--- config.mk ---
export PLATFORM = sky130hd
export DESIGN_NAME = newton_recip_seq_flat
export DESIGN_NICKNAME = d
export VERILOG_FILES = /design/src/rtl/recip_pkg.sv /design/src/rtl/newton_recip_seq_if.sv /design/src/rtl/recip_seed_lut.sv /design/src/rtl/newton_recip_seq.sv /design/src/flat_wrapper.sv
export SDC_FILE = /design/constraint.sdc
export NUM_CORES = 2
export LEC_CHECK = 0
export ABC_AREA = 1
export CORE_ASPECT_RATIO = 0.5
export CORE_MARGIN = 5
export CORE_UTILIZATION = 40
export DETAILED_ROUTE_END_ITERATION = 16
export PLACE_DENSITY_LB_ADDON = 0.05
export SLEW_MARGIN = 20
export SYNTH_ARGS = -nofsm -noshare
export SYNTH_HDL_FRONTEND = slang
export SYNTH_HIERARCHICAL = 1
export SYNTH_SLANG_ARGS = --single-unit
--- constraint.sdc ---
create_clock -name clk -period 9.6 [get_ports clk]
set_clock_uncertainty 0.15 [all_clocks]
set_input_delay 0.96 -clock clk [delete_from_list [all_inputs] [get_ports clk]]
set_output_delay 0.96 -clock clk [all_outputs]
set_load 0.02 [all_outputs]
--- src/rtl/recip_pkg.sv ---
// Shared Q-format constants, FSM state type and seed-table generator for the
// Newton-Raphson mantissa reciprocal engine.
package recip_pkg;

  localparam int unsigned MANT_WIDTH  = 24;              // Q1.23 divisor
  localparam int unsigned RECIP_WIDTH = MANT_WIDTH + 1;  // Q1.24 reciprocal
  localparam int unsigned T_WIDTH     = MANT_WIDTH + 2;  // Q2.24 intermediate

  localparam logic [T_WIDTH-1:0]     TWO_Q2_24   = 26'h2000000;
  localparam logic [RECIP_WIDTH-1:0] ONE_Q1_24   = 25'h1000000;
  localparam logic [RECIP_WIDTH-1:0] INVAL_RECIP = 25'h1FFFFFF;

  typedef enum logic [2:0] {
    ST_IDLE,
    ST_SEED,
    ST_MUL_T,
    ST_MUL_Y,
    ST_DONE
  } state_e;

  // round(2^24 / (1 + (idx+0.5)/2^seed_bits)) == round(2^(25+sb) / (2^(sb+1) + 2*idx + 1))
  function automatic logic [RECIP_WIDTH-1:0] seed_entry(input int unsigned idx,
                                                        input int unsigned seed_bits);
    logic [63:0] num;
    logic [63:0] den;
    logic [63:0] quo;
    num = 64'd1 << (25 + seed_bits);
    den = (64'd1 << (seed_bits + 1)) + 64'(2 * idx + 1);
    quo = (num + (den >> 1)) / den;
    return quo[RECIP_WIDTH-1:0];
  endfunction

endpackage

--- src/rtl/newton_recip_seq_if.sv ---
// Valid/ready bundle between the FP unpack stage, the reciprocal engine and
// the exponent/repack stage.
interface newton_recip_seq_if #(
  parameter int unsigned MANT_W = 24
);
  logic              i_valid;
  logic              o_ready;
  logic [MANT_W-1:0] i_mant;
  logic              o_valid;
  logic              i_ready;
  logic [MANT_W:0]   o_recip;
  logic              o_inval;

  modport master (
    output i_valid, i_mant, i_ready,
    input  o_ready, o_valid, o_recip, o_inval
  );

  modport slave (
    input  i_valid, i_mant, i_ready,
    output o_ready, o_valid, o_recip, o_inval
  );
endinterface

--- src/rtl/recip_seed_lut.sv ---
// Combinational seed ROM: initial reciprocal estimate indexed by the leading
// fraction bits of the divisor mantissa.
module recip_seed_lut
  import recip_pkg::*;
#(
  parameter int unsigned SEED_BITS = 6,
  parameter int unsigned OUT_W     = RECIP_WIDTH
) (
  input  logic [SEED_BITS-1:0] idx,
  output logic [OUT_W-1:0]     seed
);

  localparam int unsigned DEPTH = 1 << SEED_BITS;

  logic [OUT_W-1:0] rom [DEPTH];

  for (genvar g = 0; g < DEPTH; g++) begin : g_rom
    assign rom[g] = OUT_W'(seed_entry(int'(g), SEED_BITS));
  end

  assign seed = rom[idx];

endmodule

--- src/rtl/newton_recip_seq.sv ---
// Iterative Newton-Raphson Q1.24 mantissa reciprocal with one time-shared,
// registered multiplier. Optional macro NEWTON_ROUND_EN rounds the final step.
module newton_recip_seq
  import recip_pkg::*;
#(
  parameter int unsigned MANT_W    = MANT_WIDTH,
  parameter int unsigned ITER      = 2,
  parameter int unsigned SEED_BITS = 6
) (
  input logic               clk,
  input logic               rst_n,
  newton_recip_seq_if.slave bus
);

  localparam int unsigned RW = MANT_W + 1;
  localparam int unsigned TW = MANT_W + 2;
  localparam int unsigned PW = 2 * TW;

  state_e            state_q, state_d;
  logic [MANT_W-1:0] d_q, d_d;
  logic [RW-1:0]     y_q, y_d;
  logic [TW-1:0]     t_q, t_d;
  logic [1:0]        k_q, k_d;
  logic              inval_q, inval_d;
  logic              one_q, one_d;

  logic [RW-1:0] seed;
  logic [TW-1:0] e_val;
  logic [TW-1:0] mul_b;
  logic [PW-1:0] a_ext, b_ext, prod, prod_y;
  logic          last;
  logic          unused_bits;

  recip_seed_lut #(
    .SEED_BITS(SEED_BITS),
    .OUT_W    (RW)
  ) u_seed_lut (
    .idx (d_q[MANT_W-2 -: SEED_BITS]),
    .seed(seed)
  );

  // Both MUL states share y as one operand; only the other operand is muxed.
  // Operands are extended to full width so the low product bits are the
  // two's complement result for the signed error term.
  assign e_val = TWO_Q2_24 - t_q;
  assign mul_b = (state_q == ST_MUL_T) ? {2'b00, d_q} : e_val;
  assign a_ext = {{(PW-RW){1'b0}}, y_q};
  assign b_ext = {{(PW-TW){mul_b[TW-1]}}, mul_b};
  assign prod  = a_ext * b_ext;
  assign last  = (k_q == 2'(ITER - 1));

`ifdef NEWTON_ROUND_EN
  assign prod_y = last ? (prod + (PW'(1) << (MANT_W - 1))) : prod;
`else
  assign prod_y = prod;
`endif

  assign unused_bits = ^{prod[PW-1:2*MANT_W+1], prod[MANT_W-2:0],
                         prod_y[PW-1:2*MANT_W+1], prod_y[MANT_W-1:0]};

  always_ff @(posedge clk or negedge rst_n) begin
    if (!rst_n) begin
      state_q <= ST_IDLE;
      d_q     <= '0;
      y_q     <= '0;
      t_q     <= '0;
      k_q     <= '0;
      inval_q <= 1'b0;
      one_q   <= 1'b0;
    end else begin
      state_q <= state_d;
      d_q     <= d_d;
      y_q     <= y_d;
      t_q     <= t_d;
      k_q     <= k_d;
      inval_q <= inval_d;
      one_q   <= one_d;
    end
  end

  always_comb begin
    state_d = state_q;
    d_d     = d_q;
    y_d     = y_q;
    t_d     = t_q;
    k_d     = k_q;
    inval_d = inval_q;
    one_d   = one_q;
    unique case (state_q)
      ST_IDLE: begin
        if (bus.i_valid) begin
          d_d     = bus.i_mant;
          inval_d = ~bus.i_mant[MANT_W-1];
          one_d   = (bus.i_mant == {1'b1, {(MANT_W-1){1'b0}}});
          state_d = ST_SEED;
        end
      end
      ST_SEED: begin
        y_d     = seed;
        k_d     = '0;
        state_d = ST_MUL_T;
      end
      ST_MUL_T: begin
        t_d     = prod[2*MANT_W:MANT_W-1];
        state_d = ST_MUL_Y;
      end
      ST_MUL_Y: begin
        y_d     = prod_y[2*MANT_W:MANT_W];
        k_d     = k_q + 2'd1;
        state_d = last ? ST_DONE : ST_MUL_T;
      end
      ST_DONE: begin
        if (bus.i_ready) state_d = ST_IDLE;
      end
      default: state_d = ST_IDLE;
    endcase
  end

  // Special cases override the iterated value so latency stays uniform.
  always_comb begin
    bus.o_ready = (state_q == ST_IDLE);
    bus.o_valid = (state_q == ST_DONE);
    bus.o_recip = '0;
    bus.o_inval = 1'b0;
    if (state_q == ST_DONE) begin
      bus.o_inval = inval_q;
      if (inval_q)                       bus.o_recip = INVAL_RECIP;
      else if (one_q || y_q > ONE_Q1_24) bus.o_recip = ONE_Q1_24;
      else                               bus.o_recip = y_q;
    end
  end

endmodule

--- src/flat_wrapper.sv ---
// flat-port wrapper written by rule: the top's interface ports become plain ports
module newton_recip_seq_flat import recip_pkg::*;
#(
  parameter int unsigned MANT_W    = MANT_WIDTH,
  parameter int unsigned ITER      = 2,
  parameter int unsigned SEED_BITS = 6
)
  (clk, rst_n, bus_i_valid, bus_i_mant, bus_i_ready, bus_o_ready, bus_o_valid, bus_o_recip, bus_o_inval);
  newton_recip_seq_if #(.MANT_W(MANT_W)) bus_i ();
  input logic clk;
  input logic rst_n;
  input wire logic [$bits(bus_i.i_valid)-1:0] bus_i_valid;
  input wire logic [$bits(bus_i.i_mant)-1:0] bus_i_mant;
  input wire logic [$bits(bus_i.i_ready)-1:0] bus_i_ready;
  output wire logic [$bits(bus_i.o_ready)-1:0] bus_o_ready;
  output wire logic [$bits(bus_i.o_valid)-1:0] bus_o_valid;
  output wire logic [$bits(bus_i.o_recip)-1:0] bus_o_recip;
  output wire logic [$bits(bus_i.o_inval)-1:0] bus_o_inval;
  assign bus_i.i_valid = bus_i_valid;
  assign bus_i.i_mant = bus_i_mant;
  assign bus_i.i_ready = bus_i_ready;
  assign bus_o_ready = bus_i.o_ready;
  assign bus_o_valid = bus_i.o_valid;
  assign bus_o_recip = bus_i.o_recip;
  assign bus_o_inval = bus_i.o_inval;
  newton_recip_seq #(.MANT_W(MANT_W), .ITER(ITER), .SEED_BITS(SEED_BITS)) u_core (.clk(clk), .rst_n(rst_n), .bus(bus_i));
endmodule
==> results.md <==
- Achievable Freq: roughly 110 MHz
- Post-synth cell types: between 50 and 60
- Io pins: 56
- CP most frequent cell: fa_1
- Startpoint Class: register
- Max stage delay on crit path: 830 ps
- Vias: about 25000
- Most frequent cells in the layout: 944 x nand2_1, 749 x inv_1, 549 x fa_1, 348 x nor2_1
- Share of cells above drive strength 1: about 5.1%
- CTS tree: yes
- Post-Route WL: between 100 and 150 mm
- Minimum clock period after layout: approximately 9100 ps
- Cell Area, Synth: around 0.028 sq mm
- ANT nets after route: 0
- Num CTS Buffers: 9
- CP endpoint kind: register
- WP data arrival: 9110 ps
- First-pass GRT wire length: about 170 mm
- Die X: roughly 380 um
- Core area: approximately 0.069 sq mm
- Initial core utilization: between 40% and 50%
- Fin. Hold Viols: 0
- Final setup fails: 0
- Slew @ Worst Pin: around 1100 ps
- Syn_nets: 4488
- CP required: roughly 9600 ps
- Avg WL per Cell: about 25 um
- Setup bufs post-CTS: 0
- P&R area growth vs syn: 6.831%
- Final period utilization: between 90% and 100%
- Clk sink count: slightly above 80
- Fin. max-slew vios: 0
- DP Wirelength: slightly above 90 mm
- Die Area: ~0.076 sq mm
- Reg2reg setup slack: slightly above 500 ps
- Clock Tree Buf Depth: 2
- CTS root buffer: clkbuf_16
- N_diodes: 0
- Initial drt markers: between 2000 and 3000
- Hold crit path type: in2async
- Clk slew on worst S/H paths: roughly 60 ps
- Input/output buffers: between 50 and 60
- # DRC: 0
- Routed vias/inst: between 5 and 6
- Post-synthesis sequential area ratio: approximately 7.3%
- Slew headroom: 26.59%
- Worst skew pair latency: between 300 and 400 ps
- RSZ-0062 raised after global routing: no
- Critical-path top delay cell: o21ai_0
- Synth Instances: ~3700
- GR Overflow Total: 0
- Synth Warn #: 6
- Initial antenna violation count: 2
- Yosys reg bits: a little over 80
- Largest net degree at the start of global routing: 66
- Final TNS setup: 0 ps
- Status: completed
- Drt first pass iters: 6
- DIE HEIGHT: approximately 200 um
- Commonest non-fill, non-tap cell in the layout: nand2_1
- GPL Wtd Cong: between 0.9 and 1
- Maxcap violations: 0
- Site row count: between 60 and 70
- Final net count: 4471
- Mapped Avg Cell Area: 7.556 sq um
- GRT Total Usage: between 30% and 40%
- Critical path peak fanout: 13
- Vias in the first global route: 25140
- Critical path type: reg2reg
- Max H-tree Level: 3
## flip-flops by register name, indices dropped and copies added (netlist names)
register and cells:
u_core/d_q 24, u_core/inval_q 1, u_core/k_q 2, u_core/one_q 1
u_core/state_q 3, u_core/t_q 26, u_core/y_q 25
## per-layer routing
layer / part of all wire (%) / GRT usage (%)
met1: 47 / 46.03
met2: 42 / 44.86
met3: 9.7 / 6.123
met4: 2.1 / 5.618
met5: 0.011 / 0
## cell usage after synthesis (all sizes together)
| library cell | count | share of area, % |
|---|---|---|
| o2111ai | 1 | 0.031 |
| o22ai | 1 | 0.022 |
| a21oi | 83 | 1.5 |
| clkbuf | 86 | 1.2 |
| nand3b | 24 | 0.64 |
| and2 | 1 | 0.022 |
| nand2 | 953 | 13 |
| or3 | 2 | 0.045 |
| o21bai | 5 | 0.13 |
| conb | 2 | 0.027 |
| nand3 | 218 | 4.0 |
| o31ai | 1 | 0.027 |
| fa | 549 | 39 |
| dfrtp | 82 | 7.3 |
| xnor2 | 5 | 0.16 |
| o211ai | 2 | 0.054 |
| o311ai | 1 | 0.094 |
| inv | 765 | 10 |
| mux2i | 1 | 0.036 |
| nor4 | 13 | 0.29 |
| a31oi | 5 | 0.11 |
| a21o | 8 | 0.21 |
| a21boi | 2 | 0.054 |
| o21a | 3 | 0.081 |
| nor3 | 11 | 0.21 |
| nand4 | 68 | 1.5 |
| buf | 83 | 1.8 |
| and3 | 4 | 0.090 |
| o21ai | 80 | 1.4 |
| clkinv | 9 | 0.12 |
| nor2 | 373 | 5.6 |
| xor2 | 2 | 0.063 |
| a211oi | 1 | 0.027 |
| or2 | 23 | 0.52 |
| a22oi | 20 | 0.54 |
| ha | 212 | 9.5 |
## cell families after synthesis
family / count (synthesis) / share of synthesized area, %
flops: 82 / 7.341
xor+xnor: 7 / 0.2194
compound gates: 213 / 4.320
simple gates: 1690 / 25.87
mux: 1 / 0.03581
other cells: 2 / 0.02687
buf+inv: 943 / 13.37
fa+ha+maj: 761 / 48.81
## metrics by stage
stage / util (%) / setup WS, ps / hold slack [ps] / area (sq um) / cells
final: 43.22 / 514.1 / 313.8 / 29860 / 4632
after global placement: 42.76 / 273.1 / 320.4 / 29540 / 4615
after CTS: 43.20 / 263.1 / 315.4 / 29850 / 4631
after global routing: 43.22 / 54.31 / 325.5 / 29860 / 4632
after detailed placement: 42.76 / 284.4 / 321.8 / 29540 / 4615
after floorplan: - / 2537 / 290.1 / 27950 / 3699
## final cells by class
class / instances / area, sq um
sequential: 82 / 2056
multi-input combinational: 2674 / 22190
clock inverter: 4 / 51.30
tap: 945 / 1182
timing repair inverter: 1 / 5.005
clock buffer: 12 / 256.5
timing repair buffer: 140 / 1199
inverter: 774 / 2919
fill: 7291 / 39230
## path summary, 6_finish.rpt
kind                                       end           from  cells past startpoint
worst min register to register   u_core/d_q[7]  u_core/d_q[7]                      2
worst min-delay path             u_core/d_q[0]          rst_n                      1
min in group clk                 u_core/d_q[7]  u_core/d_q[7]                      2
worst max register to register   u_core/t_q[0]  u_core/t_q[0]                     27
worst max-delay path             u_core/t_q[0]  u_core/t_q[0]                     27
max in group asynchronous       u_core/d_q[20]          rst_n                      2
## critical path, delay by kind of cell, from the launching register on
kind | cells | cell delay, ps
fa+ha+maj | 9 | 4240
compound gates | 4 | 1690
buf+inv | 6 | 1130
flops | 1 | 400
simple gates | 8 | 1270
## timing repair
item,4_1_cts,5_1_grt
endpoints found under the setup margin,0,14
resized for setup,0,2
hold buffers,0,0
Power is left out: the tool's default activity adds up to more than one toggle a clock period on the data nets, which glitch-free logic cannot reach.
